`src/rtl/div_pkg.sv`:
```
// Shared definitions for the iterative RV32M divider: op and state encodings,
// default width and the stall levels driven toward the pipeline controller.
package div_pkg;

    localparam int DIV_XLEN = 32;

    typedef enum logic [1:0] {
        DIV_OP_DIV  = 2'b00,
        DIV_OP_DIVU = 2'b01,
        DIV_OP_REM  = 2'b10,
        DIV_OP_REMU = 2'b11
    } div_op_e;

    typedef enum logic [1:0] {
        S_IDLE = 2'b00,
        S_BUSY = 2'b01,
        S_DONE = 2'b10
    } div_state_e;

    typedef enum logic {
        NoStop = 1'b0,
        Stop   = 1'b1
    } stall_e;

endpackage

```
`src/rtl/div_step.sv`:
```
// One restoring-division step: shift the next dividend bit into the partial
// remainder and subtract the divisor when it fits.
module div_step #(
    parameter int XLEN = 32
) (
    input  logic [XLEN-1:0] rem,
    input  logic [XLEN-1:0] quo,
    input  logic [XLEN-1:0] divisor,
    output logic [XLEN-1:0] rem_next,
    output logic [XLEN-1:0] quo_next
);

    logic [XLEN:0] diff_s;
    logic          ge_s;

    // The shift drops rem's MSB; when that bit was set the shifted value is
    // already >= 2^XLEN and therefore always exceeds the divisor.
    always_comb begin
        diff_s = {1'b0, rem[XLEN-2:0], quo[XLEN-1]} - {1'b0, divisor};
        ge_s   = rem[XLEN-1] | ~diff_s[XLEN];
        quo_next = {quo[XLEN-2:0], ge_s};
        if (ge_s) begin
            rem_next = diff_s[XLEN-1:0];
        end else begin
            rem_next = {rem[XLEN-2:0], quo[XLEN-1]};
        end
    end

endmodule

```
`src/rtl/div_unit.sv`:
```
// Iterative RV32M divider (DIV/DIVU/REM/REMU), one quotient bit per cycle.
// Optional build macro DIV_FAST_SPECIAL_EN: divide-by-zero and signed overflow finish at acceptance.
import div_pkg::*;

module div_unit #(
    parameter int XLEN  = DIV_XLEN,
    parameter int CNT_W = 5
) (
    input  logic            clk,
    input  logic            rst,
    input  logic            start,
    input  logic [1:0]      op,
    input  logic [XLEN-1:0] dividend,
    input  logic [XLEN-1:0] divisor,
    input  logic            cancel,
    output logic            ex_stall,
    output logic [XLEN-1:0] result,
    output logic            result_valid
);

    localparam logic [CNT_W-1:0] LAST_CNT = CNT_W'(XLEN - 1);
    localparam logic [XLEN-1:0]  MIN_INT  = {1'b1, {(XLEN-1){1'b0}}};

    div_state_e      state_r;
    logic [CNT_W-1:0] cnt_r;
    logic [XLEN-1:0] rem_r, quo_r, dvs_r, result_r;
    logic            rem_sel_r, neg_quo_r, neg_rem_r, dz_r, ovf_r, valid_r;

    logic            signed_s, sd_s, sv_s, dz_s, ovf_s, accept_s;
    logic [XLEN-1:0] abs_a_s, abs_b_s, spec_val_s;
    logic [XLEN-1:0] rem_nx_s, quo_nx_s, q_fix_s, r_fix_s, fin_s;
    stall_e          stall_lvl_s;

    div_step #(.XLEN(XLEN)) u_step (
        .rem      (rem_r),
        .quo      (quo_r),
        .divisor  (dvs_r),
        .rem_next (rem_nx_s),
        .quo_next (quo_nx_s)
    );

    // Operand decode at acceptance: magnitudes, sign flags and special cases.
    always_comb begin
        signed_s = (op == DIV_OP_DIV) || (op == DIV_OP_REM);
        sd_s     = signed_s & dividend[XLEN-1];
        sv_s     = signed_s & divisor[XLEN-1];
        abs_a_s  = sd_s ? -dividend : dividend;
        abs_b_s  = sv_s ? -divisor : divisor;
        dz_s     = (divisor == {XLEN{1'b0}});
        ovf_s    = signed_s && (dividend == MIN_INT) && (divisor == {XLEN{1'b1}});
        accept_s = (state_r == S_IDLE) && start && !cancel;
        if (dz_s) begin
            spec_val_s = op[1] ? dividend : {XLEN{1'b1}};
        end else begin
            spec_val_s = op[1] ? {XLEN{1'b0}} : MIN_INT;
        end
    end

    // Sign correction of the final step, with architectural overrides.
    always_comb begin
        q_fix_s = neg_quo_r ? -quo_nx_s : quo_nx_s;
        r_fix_s = neg_rem_r ? -rem_nx_s : rem_nx_s;
        if (dz_r) begin
            q_fix_s = {XLEN{1'b1}};
        end else if (ovf_r) begin
            q_fix_s = MIN_INT;
            r_fix_s = {XLEN{1'b0}};
        end else begin
            q_fix_s = q_fix_s;
        end
        fin_s = rem_sel_r ? r_fix_s : q_fix_s;
    end

    // Stall request: a divide being accepted this cycle or one in progress.
    always_comb begin
        if (rst && (accept_s || (state_r == S_BUSY))) begin
            stall_lvl_s = Stop;
        end else begin
            stall_lvl_s = NoStop;
        end
    end

    assign ex_stall     = (stall_lvl_s == Stop);
    assign result       = result_r;
    assign result_valid = valid_r & ~cancel;

    // Divider FSM, datapath registers and registered result.
    always_ff @(posedge clk) begin
        if (!rst) begin
            state_r   <= S_IDLE;
            cnt_r     <= {CNT_W{1'b0}};
            rem_r     <= {XLEN{1'b0}};
            quo_r     <= {XLEN{1'b0}};
            dvs_r     <= {XLEN{1'b0}};
            result_r  <= {XLEN{1'b0}};
            rem_sel_r <= 1'b0;
            neg_quo_r <= 1'b0;
            neg_rem_r <= 1'b0;
            dz_r      <= 1'b0;
            ovf_r     <= 1'b0;
            valid_r   <= 1'b0;
        end else begin
            valid_r <= 1'b0;
            case (state_r)
                S_IDLE: begin
                    if (accept_s) begin
                        rem_sel_r <= op[1];
                        neg_quo_r <= sd_s ^ sv_s;
                        neg_rem_r <= sd_s;
                        dz_r      <= dz_s;
                        ovf_r     <= ovf_s;
                        quo_r     <= abs_a_s;
                        dvs_r     <= abs_b_s;
                        rem_r     <= {XLEN{1'b0}};
                        cnt_r     <= {CNT_W{1'b0}};
`ifdef DIV_FAST_SPECIAL_EN
                        if (dz_s || ovf_s) begin
                            state_r  <= S_DONE;
                            valid_r  <= 1'b1;
                            result_r <= spec_val_s;
                        end else begin
                            state_r <= S_BUSY;
                        end
`else
                        state_r <= S_BUSY;
`endif
                    end else begin
                        state_r <= S_IDLE;
                    end
                end
                S_BUSY: begin
                    if (cancel) begin
                        state_r <= S_IDLE;
                    end else begin
                        rem_r <= rem_nx_s;
                        quo_r <= quo_nx_s;
                        cnt_r <= cnt_r + CNT_W'(1);
                        if (cnt_r == LAST_CNT) begin
                            state_r  <= S_DONE;
                            valid_r  <= 1'b1;
                            result_r <= fin_s;
                        end else begin
                            state_r <= S_BUSY;
                        end
                    end
                end
                S_DONE: begin
                    state_r <= S_IDLE;
                end
                default: begin
                    state_r <= S_IDLE;
                end
            endcase
        end
    end

endmodule
```
`config.mk`:
```
export PLATFORM = sky130hd
export DESIGN_NAME = div_unit
export DESIGN_NICKNAME = d
export VERILOG_FILES = /design/src/rtl/div_pkg.sv /design/src/rtl/div_step.sv /design/src/rtl/div_unit.sv
export SDC_FILE = /design/constraint.sdc
export NUM_CORES = 1
export LEC_CHECK = 0
export BUFFER_PORTS_ARGS = -buffer_cell sky130_fd_sc_hd__buf_2
export CORE_MARGIN = 8
export CORE_UTILIZATION = 47
export DETAILED_ROUTE_END_ITERATION = 8
export PLACE_DENSITY_LB_ADDON = 0.2
export SETUP_SLACK_MARGIN = 0.2
export SYNTH_ARGS = -nofsm -noshare
export SYNTH_HDL_FRONTEND = slang
export SYNTH_HIERARCHICAL = 1
export SYNTH_SLANG_ARGS = --single-unit
export TNS_END_PERCENT = 5
```
`constraint.sdc`:
```
create_clock -name clk -period 5.65 [get_ports clk]
set_clock_uncertainty 0.2 [all_clocks]
set_input_delay 0 -clock clk [delete_from_list [all_inputs] [get_ports clk]]
set_output_delay 0 -clock clk [all_outputs]
set_load 0.01 [all_outputs]
```
==> out/metrics.cfg <==
[detailed_routing]
wl_per_cell_um = 18.8
drt-vias-per-instance = 5.94
drc = 0
num_vias = 11100
drt-pass1-iter-count = 6
wl_met3_um = 2500
antenna_left = 0
top_layer_used = met4
first_iter_violations = 1003
routed-wl-met2_um = 15200
wl_met1_um = 16400
drt-total-wl_um = 35000

[floorplan]
die_h_um = 167
die-area_mm2 = 0.0280
io_pins = 104
die_w_um = 167
coreArea_mm2 = 0.0226
start_util_pct = 47.6
placementRows = 55

[synthesis]
async_reset_ff_share_pct = 0
synth_edf_count = 0
synth_seq_cells = 141
yosysUniqueCellTypes = 75
syn_inst = 1449
netlist_area_mm2 = 0.0108
ys_warn_count = 6
syn_avg_cell_area_um2 = 7.42
ys.flop_type = dfxtp_1
yosysSeqAreaShare_pct = 26.2
synthesis.nets = 1559

[placement]
port_buffers = 103
hpwl_um = 24800
gp_congestion = 0.944
placed_area_mm2 = 0.0112
dp_cells = 1731

[power_and_ir_drop]
ir_worst_vdd_mv = 0.159
p_total_uw = 2860
power_density_mw_per_mm2 = 223
leakage_uw = 0.00527

[clock_network]
post_cts_buffers = 0
clockRootBuffer = clkbuf_16
cts_sinks = 141
numCtsBuffers = 17
h-tree-depth = 4
tritoncts = built
clk_pin_slew_ps = 60
cts_buffer_depth = 2
clk_latency_ps = 420

[final_layout]
layout_commonest_cell = a21oi_1
final_cell_count_no_fill = 1863
multi_input_area_mm2 = 0.00714
layout-drive-gt1-share_pct = 12.4
diodes = 0
fill_cells = 2127
seqCellArea_mm2 = 0.00282
area_delta_synth_final_pct = 19.0
layout_common_cells = a21oi_1 (160), dfxtp_1 (141), nor2_1 (126)
nets = 1675
stdcell_area_mm2 = 0.0128

[timing]
rsz0062_at_grt = yes
hold_viol = 0
tns_ps = 0
period_share_pct = 92.7
setup_viol = 0
worst_slew_pin_slew_ps = 1180
final_max_slew_viol_count = 0
hold_slack_ps = 101
max_freq_mhz = 191
fin_crit_ps = 5240
relSlewSlack_pct = 20.9

[worst_setup_path]
crit_chain = inv_1 -> ha_1 -> fa_1 -> nand2b_1 -> a21oi_2 -> o211ai_2 -> o21bai_1 -> a21boi_1 -> or4_1 -> o32ai_1 -> xnor2_1 -> o21ai_1 -> or4_1 -> nor4b_1 -> a41oi_1 -> xnor2_1 -> o21ai_1 -> o221a_1
crit_arrival_ps = 5350
crit_slowest_cell = or4_1
endpoint_kind = flop
cp-start-kind = flop
worstPathMaxFanout = 4
path_buf_inv = 1
crit_family = simple AND/OR/NAND/NOR gates
path_class = flop to flop
cpPeakStageDelay_ps = 600
required_ps = 5760

[run]
cap_violations = 0

[global_routing]
grt_antenna_before_repair = 0
grt_pass1_wl_um = 54900
grt_overflow_total = 0
grt_max_degree = 73
grt_usage_pct = 23.9
grt_pass1_vias = 10100

[run_status]
status = finished clean

[min_path]
min_path_type = input pin to flop

## worst min-delay path, stage by stage
cell,delay [ps]
buf_2,140
nor2b_1,310
nand2_1,150
a311oi_1,80
## worst paths after layout
| kind | from | end | slack (ps) | depth (start not counted) |
|---|---|---|---|---|
| hold / removal | divisor[31] | dvs_r[1]$_SDFFE_PN0P_ | 100 | 4 |
| setup / recovery | quo_r[31]$_SDFFE_PN0P_ | result[31]$_SDFFE_PN0P_ | 410 | 18 |
| hold reg to reg | cnt_r[4]$_SDFFE_PN0P_ | cnt_r[4]$_SDFFE_PN0P_ | 260 | 2 |
| setup reg to reg | quo_r[31]$_SDFFE_PN0P_ | result[31]$_SDFFE_PN0P_ | 410 | 18 |
## state kept, by name, summed over array words and instances (netlist names), 2 cells and up
register  cells
state_r       2
cnt_r         5
result       32
rem_r        32
dvs_r        32
quo_r        32
## power by group
group / total, µW / internal, µW / switching (µW)
Sequential: 1070 / 1030 / 43.6
Combinational: 668 / 273 / 395
Clock: 1120 / 621 / 494
## repair_timing
item                                    CTS  global route
endpoints found under the setup margin    0            12
hold buffers                             98             0
gates resized for setup                   0             4
hold endpoints to repair                 72             0
## metal layers
layer / GRT usage [%] / vias up
met2: 37.0 / 409
met5: 0 / -
li1: - / 5438
met1: 33.0 / 5171
met3: 3.93 / 48
met4: 8.42 / 0
## cell families after synthesis
| group | synth area share, % |
|---|---|
| AND/OR/NAND/NOR | 19.9 |
| multiplexers | 0.780 |
| buffers and inverters | 8.03 |
| XOR/XNOR | 12.0 |
| AO/OA/AOI/OAI | 28.3 |
| adder cells (fa/ha/maj) | 4.72 |
| flip-flops | 26.2 |
## stage by stage
stage / utilization (%) / setup WS, ps
after floorplan: - / 951
after global placement: 49.6 / 517
after detailed placement: 49.6 / 428
after CTS: 56.5 / 402
after global routing: 56.7 / 185
final: 56.7 / 414
## synthesized netlist by cell type, types with 3 or more instances
| library cell | instances | share of area (%) |
|---|---|---|
| nor4_1 | 15 | 0.87 |
| dfxtp_1 | 141 | 26 |
| nor2_1 | 127 | 4.4 |
| nand3_1 | 28 | 1.3 |
| nand2_1 | 115 | 4.0 |
| a31o_2 | 3 | 0.24 |
| o31ai_1 | 29 | 2.0 |
| o21ai_0 | 100 | 4.7 |
| inv_1 | 55 | 1.9 |
| xnor2_1 | 106 | 8.6 |
| and3_1 | 36 | 2.1 |
| a21o_1 | 9 | 0.63 |
| a21oi_1 | 160 | 7.4 |
| a211o_1 | 3 | 0.24 |
| buf_4 | 36 | 2.5 |
| and2_1 | 7 | 0.41 |
| a22oi_1 | 5 | 0.35 |
| o21ai_1 | 44 | 2.0 |
| o21bai_1 | 3 | 0.21 |
| nand2b_1 | 19 | 1.1 |
| or3_1 | 13 | 0.76 |
| buf_2 | 3 | 0.14 |
| xor2_1 | 41 | 3.3 |
| a31oi_1 | 19 | 1.1 |
| or2_2 | 5 | 0.29 |
| ha_1 | 39 | 4.5 |
| a2bb2oi_1 | 4 | 0.33 |
| o21a_1 | 5 | 0.35 |
| o41ai_1 | 18 | 1.5 |
| nor2b_1 | 6 | 0.35 |
| o211ai_1 | 11 | 0.77 |
| nand4_1 | 18 | 1.0 |
| nor3_1 | 22 | 1.0 |
| a311oi_1 | 3 | 0.24 |
| a211oi_1 | 30 | 2.1 |
| o41ai_2 | 3 | 0.45 |
| or4_1 | 17 | 1.2 |
| clkbuf_1 | 89 | 3.1 |
| mux2i_1 | 5 | 0.47 |
| a221oi_1 | 10 | 0.81 |
## final cells by class
cell class	instances	share of cell area, %
timing repair buffer	227	13.2
tap	285	2.79
clock inverter	15	1.20
multi-input combinational	1121	55.8
inverter	57	1.67
clock buffer	17	3.32
sequential	141	22.1
Power figures use the tool's default switching activity.
